--- src/rtl/apc_stream_accum_ctrl.sv ---
// rtl/apc_stream_accum_ctrl.sv - windowed stochastic-stream accumulator around a shared external APC
// Optional: define APC_SUM_PIPE_EN to register the APC sum ahead of the accumulator (adds a DRAIN state).
module apc_stream_accum_ctrl #(
  parameter int STREAM_LEN = 256,
  parameter int CNT_W      = $clog2(STREAM_LEN),
  parameter int ACC_W      = 5 + $clog2(STREAM_LEN)
) (
  input  logic             clk,
  input  logic             rst,
  input  logic             start,
  input  logic             abort,
  input  logic [30:0]      stream_in,
  input  logic             stream_valid,
  output logic             stream_ready,
  output logic [30:0]      apc_stream,
  input  logic [4:0]       apc_sum,
  output logic [ACC_W-1:0] result,
  output logic             result_valid,
  input  logic             result_ready,
  output logic             busy,
  output logic [CNT_W-1:0] beat_cnt
);

  typedef enum logic [1:0] {S_IDLE, S_RUN, S_DRAIN, S_DONE} state_t;

  state_t           state_q, state_d;
  logic [ACC_W-1:0] acc_q, acc_d;
  logic [ACC_W-1:0] result_q, result_d;
  logic [CNT_W-1:0] beat_cnt_q, beat_cnt_d;
  logic             accept;
  logic             last_beat;
  logic             add_en;
  logic [ACC_W-1:0] add_val;

  // abort wins over a presented beat, so the handshake itself is gated
  assign stream_ready = (state_q == S_RUN) && !abort;
  assign accept       = stream_ready && stream_valid;
  assign last_beat    = accept && (beat_cnt_q == CNT_W'(STREAM_LEN - 1));
  assign apc_stream   = (state_q == S_RUN) ? stream_in : '0;
  assign result       = result_q;
  assign result_valid = (state_q == S_DONE);
  assign busy         = (state_q != S_IDLE);
  assign beat_cnt     = beat_cnt_q;

`ifdef APC_SUM_PIPE_EN
  logic [4:0] sum_q, sum_d;
  logic       acc_en_q, acc_en_d;

  always_comb begin
    sum_d    = abort ? 5'd0 : apc_sum;
    acc_en_d = accept;
  end

  always_ff @(posedge clk or posedge rst) begin
    if (rst) begin
      sum_q    <= 5'd0;
      acc_en_q <= 1'b0;
    end else begin
      sum_q    <= sum_d;
      acc_en_q <= acc_en_d;
    end
  end

  assign add_en  = acc_en_q;
  assign add_val = {{(ACC_W-5){1'b0}}, sum_q};
`else
  assign add_en  = accept;
  assign add_val = {{(ACC_W-5){1'b0}}, apc_sum};
`endif

  always_comb begin
    state_d    = state_q;
    acc_d      = acc_q;
    beat_cnt_d = beat_cnt_q;
    result_d   = result_q;

    if (add_en) begin
      acc_d = acc_q + add_val;
    end
    if (accept) begin
      beat_cnt_d = last_beat ? '0 : beat_cnt_q + 1'b1;
    end

    case (state_q)
      S_IDLE: begin
        if (start) begin
          state_d    = S_RUN;
          acc_d      = '0;
          beat_cnt_d = '0;
        end
      end
      S_RUN: begin
        if (last_beat) begin
`ifdef APC_SUM_PIPE_EN
          state_d  = S_DRAIN;
`else
          state_d  = S_DONE;
          result_d = acc_d;
`endif
        end
      end
`ifdef APC_SUM_PIPE_EN
      S_DRAIN: begin
        state_d  = S_DONE;
        result_d = acc_d;
      end
`endif
      S_DONE: begin
        if (result_ready) begin
          state_d = S_IDLE;
        end
      end
      default: state_d = S_IDLE;
    endcase

    // result is deliberately left alone so the last completed window stays readable
    if (abort) begin
      state_d    = S_IDLE;
      acc_d      = '0;
      beat_cnt_d = '0;
    end
  end

  always_ff @(posedge clk or posedge rst) begin
    if (rst) begin
      state_q    <= S_IDLE;
      acc_q      <= '0;
      beat_cnt_q <= '0;
      result_q   <= '0;
    end else begin
      state_q    <= state_d;
      acc_q      <= acc_d;
      beat_cnt_q <= beat_cnt_d;
      result_q   <= result_d;
    end
  end

endmodule

--- config.mk ---
export PLATFORM = sky130hd
export DESIGN_NAME = apc_stream_accum_ctrl
export DESIGN_NICKNAME = d
export VERILOG_FILES = /design/src/rtl/apc_stream_accum_ctrl.sv
export SDC_FILE = /design/constraint.sdc
export NUM_CORES = 1
export LEC_CHECK = 0
export ABC_AREA = 1
export CORE_ASPECT_RATIO = 1.75
export CORE_MARGIN = 2
export CORE_UTILIZATION = 50
export DETAILED_ROUTE_END_ITERATION = 6
export DONT_BUFFER_PORTS = 1
export HOLD_SLACK_MARGIN = 0.15
export PLACE_DENSITY = 0.79
export SLEW_MARGIN = 20
export SYNTH_ARGS = -nofsm -noshare
export SYNTH_HDL_FRONTEND = slang
export SYNTH_SLANG_ARGS = --single-unit
--- constraint.sdc ---
create_clock -name clk -period 1.75 [get_ports clk]
set_input_delay 0.175 -clock clk [delete_from_list [all_inputs] [get_ports clk]]
set_output_delay 0.175 -clock clk [all_outputs]
set_load 0.1 [all_outputs]
# [Word level (Yosys, flattened, before mapping)]
# Cells that the tools add are included.
[op_classes] n_eq_ne=6 div_mod_pow=0 n_reduce_logical=8 n_mul=0 bitwise_logic=0 muxes=15 magnitude_cmp=0 add_sub_neg=2 shift=0
[op_table] op="two-way mux 13 bit" n=4
[op_table] op="two-way mux 8 bit" n=5
[op_table] op="two-way mux 31 bit" n=1
[op_table] op="adder 13 x 5 -> 13 bit" n=1
[op_table] op="adder 8 x 1 -> 8 bit (second input constant)" n=1
[op_table] op="== test 8 bit (second input constant)" n=1
[op_table] op="two-way mux 2 bit" n=4
[op_table] op="!= test 3 bit (second input constant)" n=2
[op_table] op="case mux 2 bit (3 select lines)" n=1
[op_table] op="logical AND 1 bit" n=3
[op_table] op="!= test 3 x 2 -> 1 bit (second input constant)" n=1
[op_table] op="AND reduction 3 bit" n=1
[op_table] op="== test 2 x 1 -> 1 bit (second input constant)" n=1
[op_table] op="== test 2 bit (second input constant)" n=1
[op_table] op="zero test 2 bit" n=1
[op_table] op="AND reduction 2 bit" n=1
[op_table] op="nonzero test 2 bit" n=1
[op_table] op="zero test 1 bit" n=1
[totals] romBits=0 ram_bits=0 output_inout_bits=55 latchBits=0 memories=0 wordCells=35 in_bits=42 ff_bits=36

# [Logic depth before layout (Yosys ltp)]
[logic_depth] depth_word=9 depth_mapped=11 depth_no_buf=11

# [Least setup slack after synthesis]
# Ideal clock, no wire load.
[synth_path] path_type="register to output" start="reg state_q[1]" end="out apc_stream[0]" path_stages_with_launch=5 required_ns=1.575 slack_ns=-0.443 path_buffers=1 arrival_time_ns=2.018 cell_sequence="dfrtp_1 inv_1 nand2_1 clkbuf_1 nor2_1"
[synth_via] elab_chain_cells=2
[synth_lines] element="start, declared" line_no="26" source="state_t state_q, state_d;"
[synth_lines] element="start signal, assigned" line_no="131" source="state_q <= state_d;"
[synth_lines] element="== test 2 x 1 -> 1 bit" line_no="39" source="assign apc_stream = (state_q == S_RUN) ? stream_in : '0;"
[synth_lines] element="two-way mux 31 bit" line_no="39"
[synth_lines] element="end, declared" line_no="15" source="output logic [30:0] apc_stream,"
# No other way between the ends.

# [Worst setup path in the final report]
[layout_path] start="reg acc_q[0]" end="reg result_q[12] (netlist: result[12])"
[layout_via] elab_chain_cells=2
[layout_lines] element="start, declared" line_no="27" source="logic [ACC_W-1:0] acc_q, acc_d;"
[layout_lines] element="start signal, assigned" line_no="127" source="acc_q <= '0;"
[layout_lines] element="start signal, assigned" line_no="132" source="acc_q <= acc_d;"
[layout_lines] element="adder 13 x 5 -> 13 bit" line_no="78" source="acc_d = acc_q + add_val;"
[layout_lines] element="two-way mux 13 bit" line_no="77" source="if (add_en) begin"
[layout_lines] element="end signal, assigned" line_no="134" source="result_q <= result_d;"
[layout_lines] element="end, declared" line_no="28" source="logic [ACC_W-1:0] result_q, result_d;"
# No other way between the ends.
# A chain may end at the register's enable or synchronous reset.

==> flow_metrics.tcl <==
set metrics [dict create \
    vias_per_cell 5.441 \
    grt_pass1_vias 2325 \
    setup-tns-final_ns 0 \
    p_sw_w 0.001049 \
    cts_tree "yes" \
    power.density_mw_per_mm2 828.7 \
    grt-ovfl-total 0 \
    worstSetupEndpointType "register" \
    antenna_left 0 \
    finalHoldViolations 0 \
    cts_root_buffer "clkbuf_8" \
    n_antenna_cell 0 \
    p_clk_frac 0.310 \
    finalSetupViolCount 0 \
    core-area_mm2 0.004324 \
    cts.sinks 36 \
    pwr-share-seq 0.324 \
    ys_seq_elements 36 \
    power.share.combinational 0.366 \
    layout.nets 421 \
    routed_wl_um 6720 \
    rows 32 \
    tightest_slew_ns 0.8231 \
    portBuffers 0 \
    cp-start-kind "register" \
    slew_headroom 0.4506 \
    layout_common_cells "nand2_1, inv_1, nor2_2, dfrtp_1, buf_4" \
    clockBufferDepth 2 \
    placed_cells_incl_taps 413 \
    syn_inst 310 \
    finalCriticalPeriod_ns 1.708 \
    die_x_um 54.21 \
    cts_buffers 5 \
    layoutNonFillerInstCount 424 \
    place.gp.congestion 0.8945 \
    grt_pass1_wl_um 10010 \
    crit_type "register to register" \
    synth_area_mm2 0.002206 \
    area_growth_pct 44.07 \
    clkLatencyLatePin_ns 0.29 \
    clock.fmax_ghz 0.5856 \
    clkTransAtPathRegs_ns 0.08 \
    postCtsSetupRepairBufs 0 \
    htreeDepth 2 \
    io_pins 97 \
    cap_viol_max_count 0 \
    die_height_um 91.87 \
    critPathRequiredTime_ns 1.92 \
    slew_violations 0 \
    syn_area_per_cell_um2 7.116 \
    dieArea_mm2 0.004980 \
    place_hpwl_um 4606 \
    antenna_found_initial 0 \
    drtPass1Iterations 4 \
    status "finished clean" \
    rsz0062_at_grt "true" \
    peakVddDrop_uv 623.8 \
    worstPathMaxFanout 4 \
    drt_iter0_drc 98 \
    track_usage 0.2717 \
    place_area_mm2 0.002869 \
    min_period_over_period 0.9758 \
    sw_frac_of_total 0.3981 \
    multi_input_area_mm2 0.001160 \
    via_count 2307 \
    synth_cell_types 26 \
    final_area_mm2 0.003178 \
    start_util 0.5101 \
    slowest_stage "dfrtp_1" \
    drc_errors 0 \
    timing.hold.ws_ns 0.2534 \
    wl_per_cell_um 15.85 \
    fillers 274 \
    critPathMaxStageDelay_ns 0.39 \
    p_leak_nw 1.688 \
    final_common_cell "nand2_1" \
    grt_max_degree 33 \
    yosysSeqAreaShare 0.4084 \
    skew_ns 0.009070 \
    p_int_w 0.001585 \
    yosys_warnings 0 \
    cp.arrival_ns 1.88 \
    ff_latch_area_um2 914.6 \
    worstPathCellList "ha_2 > fa_2 > nand2_2 > nand2_2 > nand3_2 > nand2_2 > nand3b_1 > nand2_1 > nand2_1 > nand2_1" \
    min_path_type "primary input to register" \
    drive_gt1_frac 0.3458 \
    synth_nets 359 \
]
-- cell usage after synthesis, drive strengths merged --
master / n / share of area
ha: 6 / 0.034
or2: 2 / 0.0057
dfrtp: 36 / 0.41
xor2: 2 / 0.0079
clkbuf: 3 / 0.0051
buf: 4 / 0.018
nand3b: 8 / 0.027
nor3: 3 / 0.0068
o31ai: 1 / 0.0034
nand4: 4 / 0.011
nand2: 86 / 0.15
inv: 56 / 0.095
fa: 1 / 0.0091
a21oi: 13 / 0.031
nor2: 55 / 0.098
mux2i: 2 / 0.0091
o21ai: 14 / 0.040
nand3: 14 / 0.043
-- power groups by stage --
stage	logic (W)	registers (W)	clock network, W
global placement	0.000876	0.000868	0
global route	0.00100	0.000855	0.000854
finish	0.000964	0.000854	0.000815
detailed placement	0.000887	0.000869	0
floorplan	0.000644	0.000883	0
CTS	0.000899	0.000853	0.000822
-- final timing paths --
check                         endpoint        from  slack, ns  depth (start not counted)
setup / recovery            result[12]    acc_q[0]       0.04                         10
hold / removal               result[0]  apc_sum[0]       0.25                          3
setup reg to reg            result[12]    acc_q[0]       0.04                         10
hold reg to reg              result[5]   result[5]       0.50                          2
max in group asynchronous  beat_cnt[1]         rst       0.65                          2
min in group asynchronous  beat_cnt[6]         rst       0.49                          2
-- metrics by stage --
step / utilization / power [W] / setup slack [ns]
floorplan: - / 0.001527 / -0.4434
global placement: 0.6635 / 0.001744 / 0.04466
detailed placement: 0.6635 / 0.001756 / -0.03534
CTS: 0.7023 / 0.002574 / 0.03447
global route: 0.7350 / 0.002712 / -0.1053
finish: 0.7350 / 0.002634 / 0.04234
-- per-layer routing --
layer | track usage | share of wire | vias up
li1 | - | - | 1071
met1 | 0.2500 | 0.33 | 1075
met2 | 0.4739 | 0.54 | 130
met3 | 0.06840 | 0.073 | 31
met4 | 0.1979 | 0.057 | 0
met5 | 0 | 0 | -
-- kinds of logic after synthesis --
| kind of cell | Yosys count | share of synthesized area |
|---|---|---|
| AND/OR/NAND/NOR | 172 | 0.3386 |
| buffers and inverters | 63 | 0.1180 |
| flip-flops | 36 | 0.4084 |
| adder cells (fa/ha/maj) | 7 | 0.04311 |
| XOR/XNOR | 2 | 0.007942 |
| multiplexers | 2 | 0.009076 |
| AO/OA/AOI/OAI | 28 | 0.07487 |
-- repair_timing --
item                                   in CTS  in global routing
gates resized for setup                     4                 40
setup endpoints to repair                  34                 43
hold buffers                                3                  0
pin swaps                                   0                  1
endpoints found under the hold margin      26                  0
cloned                                      0                  0
-- area by class of cell --
class	count	share of cell area
clock buffers	7	0.03031
repair buffers	62	0.2213
flip-flops and latches	36	0.2878
multi-input cells	211	0.3650
well taps	51	0.02008
clock inverters	1	0.009449
inverters	56	0.06614
-- flip-flops by register name (all words and copies together), names as in the netlist --
signal,flops
acc_q,13
beat_cnt,8
state_q,2
result,13
-- critical path, delay by kind of cell, from the launching register on --
| kind | cells | cell delay (ns) |
|---|---|---|
| AND/OR/NAND/NOR | 8 | 0.66 |
| flip-flops | 1 | 0.39 |
| adder cells (fa/ha/maj) | 2 | 0.54 |
Note: power is estimated with default switching activity, not from simulation.
